`src/rtl/sign_apply.sv`:
```
// Sign-magnitude to two's-complement converter behind a two-entry elastic buffer.
// Optional sticky negative-zero flag is built only when SIGN_APPLY_ERRFLAG_EN is defined.
//
//  state | meaning
//  ------+--------------------------------------------
//  EMPTY | no sample buffered, out_valid=0
//  ONE   | head holds one sample
//  FULL  | head and tail both hold samples, in_ready=0
module sign_apply #(
    parameter int MAG_W = 16,
    parameter int CNT_W = 8
) (
    input  logic             clk,
    input  logic             rst,
    input  logic             in_valid,
    output logic             in_ready,
    input  logic             in_sign,
    input  logic [MAG_W-1:0] in_mag,
    output logic             out_valid,
    input  logic             out_ready,
    output logic [MAG_W:0]   out_data,
    output logic             neg_zero_err,
    input  logic             clear_err,
    output logic [CNT_W-1:0] sample_cnt
);

    typedef enum logic [1:0] {EMPTY, ONE, FULL} state_t;

    state_t         state, state_nxt;
    logic           push, pop;
    logic           load_head, load_tail, head_from_tail;
    logic [MAG_W:0] conv;
    logic [MAG_W:0] head_q, tail_q;
    logic           in_ready_q, out_valid_q;
    logic [CNT_W-1:0] cnt_q;

    assign push = in_valid & in_ready_q;
    assign pop  = out_valid_q & out_ready;

    // Negating a zero magnitude wraps back to zero at MAG_W+1 bits.
    assign conv = in_sign ? (~{1'b0, in_mag} + (MAG_W+1)'(1)) : {1'b0, in_mag};

    always_comb begin
        state_nxt      = state;
        load_head      = 1'b0;
        load_tail      = 1'b0;
        head_from_tail = 1'b0;
        case (state)
            EMPTY: begin
                if (push) begin
                    state_nxt = ONE;
                    load_head = 1'b1;
                end
            end
            ONE: begin
                if (push && !pop) begin
                    state_nxt = FULL;
                    load_tail = 1'b1;
                end else if (!push && pop) begin
                    state_nxt = EMPTY;
                end else if (push && pop) begin
                    load_head = 1'b1;
                end
            end
            FULL: begin
                if (pop) begin
                    state_nxt      = ONE;
                    head_from_tail = 1'b1;
                end
            end
            default: state_nxt = EMPTY;
        endcase
    end

    always_ff @(posedge clk or posedge rst) begin
        if (rst) begin
            state       <= EMPTY;
            in_ready_q  <= 1'b1;
            out_valid_q <= 1'b0;
            head_q      <= '0;
            tail_q      <= '0;
            cnt_q       <= '0;
        end else begin
            state       <= state_nxt;
            in_ready_q  <= (state_nxt != FULL);
            out_valid_q <= (state_nxt != EMPTY);
            if (load_head)
                head_q <= conv;
            else if (head_from_tail)
                head_q <= tail_q;
            if (load_tail)
                tail_q <= conv;
            if (pop)
                cnt_q <= cnt_q + CNT_W'(1);
        end
    end

    assign in_ready   = in_ready_q;
    assign out_valid  = out_valid_q;
    assign out_data   = head_q;
    assign sample_cnt = cnt_q;

`ifdef SIGN_APPLY_ERRFLAG_EN
    logic err_q;

    // A new negative-zero sample takes priority over a clear in the same cycle.
    always_ff @(posedge clk or posedge rst) begin
        if (rst)
            err_q <= 1'b0;
        else if (push && in_sign && (in_mag == '0))
            err_q <= 1'b1;
        else if (clear_err)
            err_q <= 1'b0;
    end

    assign neg_zero_err = err_q;
`else
    logic unused_clear_err;

    assign unused_clear_err = clear_err;
    assign neg_zero_err     = 1'b0;
`endif

endmodule

```
`config.mk`:
```
export PLATFORM = sky130hd
export DESIGN_NAME = sign_apply
export DESIGN_NICKNAME = d
export VERILOG_FILES = /design/src/rtl/sign_apply.sv
export SDC_FILE = /design/constraint.sdc
export NUM_CORES = 1
export LEC_CHECK = 0
export BUFFER_PORTS_ARGS = -buffer_cell sky130_fd_sc_hd__buf_2
export CORE_ASPECT_RATIO = 1.1
export CORE_MARGIN = 2
export CORE_UTILIZATION = 57
export DETAILED_ROUTE_END_ITERATION = 12
export PLACE_DENSITY = 0.93
export SLEW_MARGIN = 20
export SYNTH_ARGS = -nofsm -noshare
export SYNTH_HDL_FRONTEND = slang
export SYNTH_SLANG_ARGS = --single-unit
```
`constraint.sdc`:
```
create_clock -name clk -period 2.7 [get_ports clk]
set_clock_uncertainty 0.15 [all_clocks]
set_input_delay 0.54 -clock clk [delete_from_list [all_inputs] [get_ports clk]]
set_output_delay 0.54 -clock clk [all_outputs]
set_load 0.05 [all_outputs]
```
==> results.sh <==
export IMPL_status="complete, no violations"
export IMPL_fin_crit_ns=2.38
export IMPL_critPathBufInv=2
export IMPL_rr_worst_depth=6
export IMPL_clock_sinks=46
export IMPL_finalHoldViolCount=0
export IMPL_post_cts_setup_buffers=0
export IMPL_netSwitchingPower_mw=1.54
export IMPL_grt_max_degree=47
export IMPL_fin_nets=309
export IMPL_cts_buffers=5
export IMPL_fin_util_pct=70.7
export IMPL_track_usage_pct=23.6
export IMPL_grt_pass1_vias=1788
export IMPL_synthCells=236
export IMPL_max_freq_mhz=421
export IMPL_drtIter0Drc=93
export IMPL_critPathTopFamily="simple AND/OR/NAND/NOR gates"
export IMPL_cts_resized=0
export IMPL_dpl_hpwl_um=3430
export IMPL_ant_nets=0
export IMPL_drv_slew=0
export IMPL_synth_distinct_cells=39
export IMPL_drc=0
export IMPL_die_area_sq_um=4400
export IMPL_endpoint_kind="flip-flop"
export IMPL_seqPwrFrac_pct=37.6
export IMPL_ys_async_sr_fraction_pct=100
export IMPL_cts_max_level=2
export IMPL_io_pins=50
export IMPL_slew_headroom_pct=61.5
export IMPL_die_x_um=63.5
export IMPL_slowest_stage="or4b_4"
export IMPL_finalSetupTns_ns=0
export IMPL_syn2layout_area_growth_pct=17.6
export IMPL_drive_above_1_share_pct=23.8
export IMPL_cp_depth=8
export IMPL_layout_common_cells="nand2_1 (62), buf_2 (47), dfrtp_1 (45)"
export IMPL_cts_buffer_depth=2
export IMPL_syn_num_nets=260
export IMPL_worst_pin_slew_ns=0.577
export IMPL_min_path_type="in2async"
export IMPL_synth_warnings=0
export IMPL_final_common_cell="nand2_1"
export IMPL_diodes=0
export IMPL_p_clk_share_pct=13.5
export IMPL_synth_edf_count=0
export IMPL_wirelength_um=4970
export IMPL_worst_path_max_fanout=4
export IMPL_grt_overflow=0
export IMPL_combPwrFrac_pct=48.9
export IMPL_p_sw_share_pct=48.2
export IMPL_hold_buffers=0
export IMPL_required_ns=2.72
export IMPL_synth_avg_cell_area_sq_um=9.39
export IMPL_die_y_um=69.4
export IMPL_start_util_pct=60.2
export IMPL_grt_pass1_wl_um=8340
export IMPL_arrival_ns=2.40
export IMPL_cts_root_buf="clkbuf_8"
export IMPL_vdd_drop_max_uv=587
export IMPL_clk_pin_slew_ns=0.08
export IMPL_p_per_area_nw_per_um2=1220
export IMPL_post_place_cells=328
export IMPL_wire_per_inst_um=14.8
export IMPL_internal_power_mw=1.65
export IMPL_io_buffers=47
export IMPL_place_gp_congestion=0.786
export IMPL_antenna_found_initial=0
export IMPL_synth_top_area_cell="dfrtp_1"
export IMPL_core_area_sq_um=3680
export IMPL_synth_top_area_share_pct=50.8
export IMPL_viasPerCell=5.66
export IMPL_netlist_area_sq_um=2220
export IMPL_ys_flop_type="dfrtp_1"
export IMPL_ys_ff_latch=46
export IMPL_finalSetupViolCount=0
export IMPL_first_pass_iters=4
export IMPL_rows=23
export IMPL_clock_latency_ns=0.30
export IMPL_worstPathCellList="buf_2 > inv_1 > ha_1 > or4b_4 > or4_1 > o31a_1 > xnor2_1 > o21ai_1"
export IMPL_ys_seq_area_share_pct=52.0
export IMPL_num_vias=1901
export IMPL_maxCapViolations=0
export IMPL_synth_area_leaders="dfrtp_1 (51%), nand2_1 (11%), xor2_1 (5.1%)"
export IMPL_rsz0062_at_grt="false"
export IMPL_final_cells=336
export IMPL_slowest_delay_ns=0.48
export IMPL_tritoncts="done"
export IMPL_fin_crit_sh_pct=88.1
export IMPL_criticalPathCategory="in2reg"
export IMPL_start_kind="primary input"
export IMPL_leakage_nw=1.29
[layout make-up]
| class | instances | area, sq um |
|---|---|---|
| multi-input combinational | 175 | 1000 |
| clock inverter | 1 | 5.00 |
| sequential | 46 | 1150 |
| tap | 50 | 62.6 |
| timing repair buffer | 53 | 280 |
| clock buffer | 7 | 86.3 |
| fill | 297 | 1080 |
| inverter | 4 | 15.0 |
[through the flow]
stage | instance area [sq um] | hold WS, ns | worst slack (ns) | total power [mW]
3_3_place_gp | 2510 | 0.305 | 0.0917 | 2.71
3_5_place_dp | 2510 | 0.318 | 0.0335 | 2.77
5_1_grt | 2610 | 0.311 | 0.256 | 3.38
4_1_cts | 2610 | 0.245 | 0.334 | 3.20
6_report | 2610 | 0.234 | 0.322 | 3.19
2_1_floorplan | 2220 | 0.300 | 0.266 | 2.38
[worst register-to-register path, stage by stage (launching register included)]
cell and delay (ns):
dfrtp_1 0.45, nor2b_1 0.20, and2_1 0.39, buf_4 0.26
nand2_1 0.06, and3_1 0.17, a21oi_1 0.13
[flip-flops by register name, summed over array words and instances (netlist names)]
signal and cells:
state 2, in_ready 1, sample_cnt 8, out_data 17, tail_q 17, out_valid 1
[final timing paths]
kind,start,end,slack [ns]
min in group clk,sample_cnt[7],sample_cnt[7],0.33
setup reg to reg,state[0],out_data[15],0.83
setup / recovery,in_mag[1],tail_q[12],0.32
hold / removal,rst,sample_cnt[7],0.23
hold reg to reg,sample_cnt[7],sample_cnt[7],0.33
max in group asynchronous,rst,tail_q[9],1.78
[Yosys cell counts (2+ instances only)]
| library cell | number |
|---|---|
| nor2b_1 | 2 |
| xor2_1 | 13 |
| nand4_1 | 2 |
| clkbuf_1 | 10 |
| dfrtp_1 | 45 |
| o31ai_1 | 4 |
| and3_1 | 13 |
| and2_1 | 2 |
| ha_1 | 2 |
| xnor2_1 | 8 |
| nand3_1 | 2 |
| a22oi_1 | 2 |
| a221o_1 | 2 |
| nand2_1 | 62 |
| inv_1 | 4 |
| or4_1 | 2 |
| o21ai_1 | 2 |
| nor2_1 | 5 |
| a21oi_1 | 14 |
| o21ai_0 | 21 |
[power by group through the flow]
stage | logic, mW | registers, mW | clock network (mW)
after global placement | 1.52 | 1.19 | 0
after CTS | 1.57 | 1.20 | 0.437
after floorplan | 0.578 | 1.80 | 0
after detailed placement | 1.56 | 1.21 | 0
final | 1.56 | 1.20 | 0.429
after global routing | 1.68 | 1.24 | 0.459
[layer usage]
layer  vias up  global-route usage (%)  part of all wire [%]
li1        895                       -                     -
met1       913                    30.9                    42
met2        83                    39.6                    50
met3        10                    5.36                   6.6
met4         0                    6.04                   1.3
met5         -                       0                     0
[cell families after synthesis]
| kind of cell | synth area share, % |
|---|---|
| buf+inv | 2.71 |
| other cells | 0.169 |
| xor+xnor | 8.30 |
| flops | 52.0 |
| mux | 0.960 |
| fa+ha+maj | 1.13 |
| compound gates | 13.4 |
| simple gates | 21.3 |
Power figures use the tool's default switching activity.
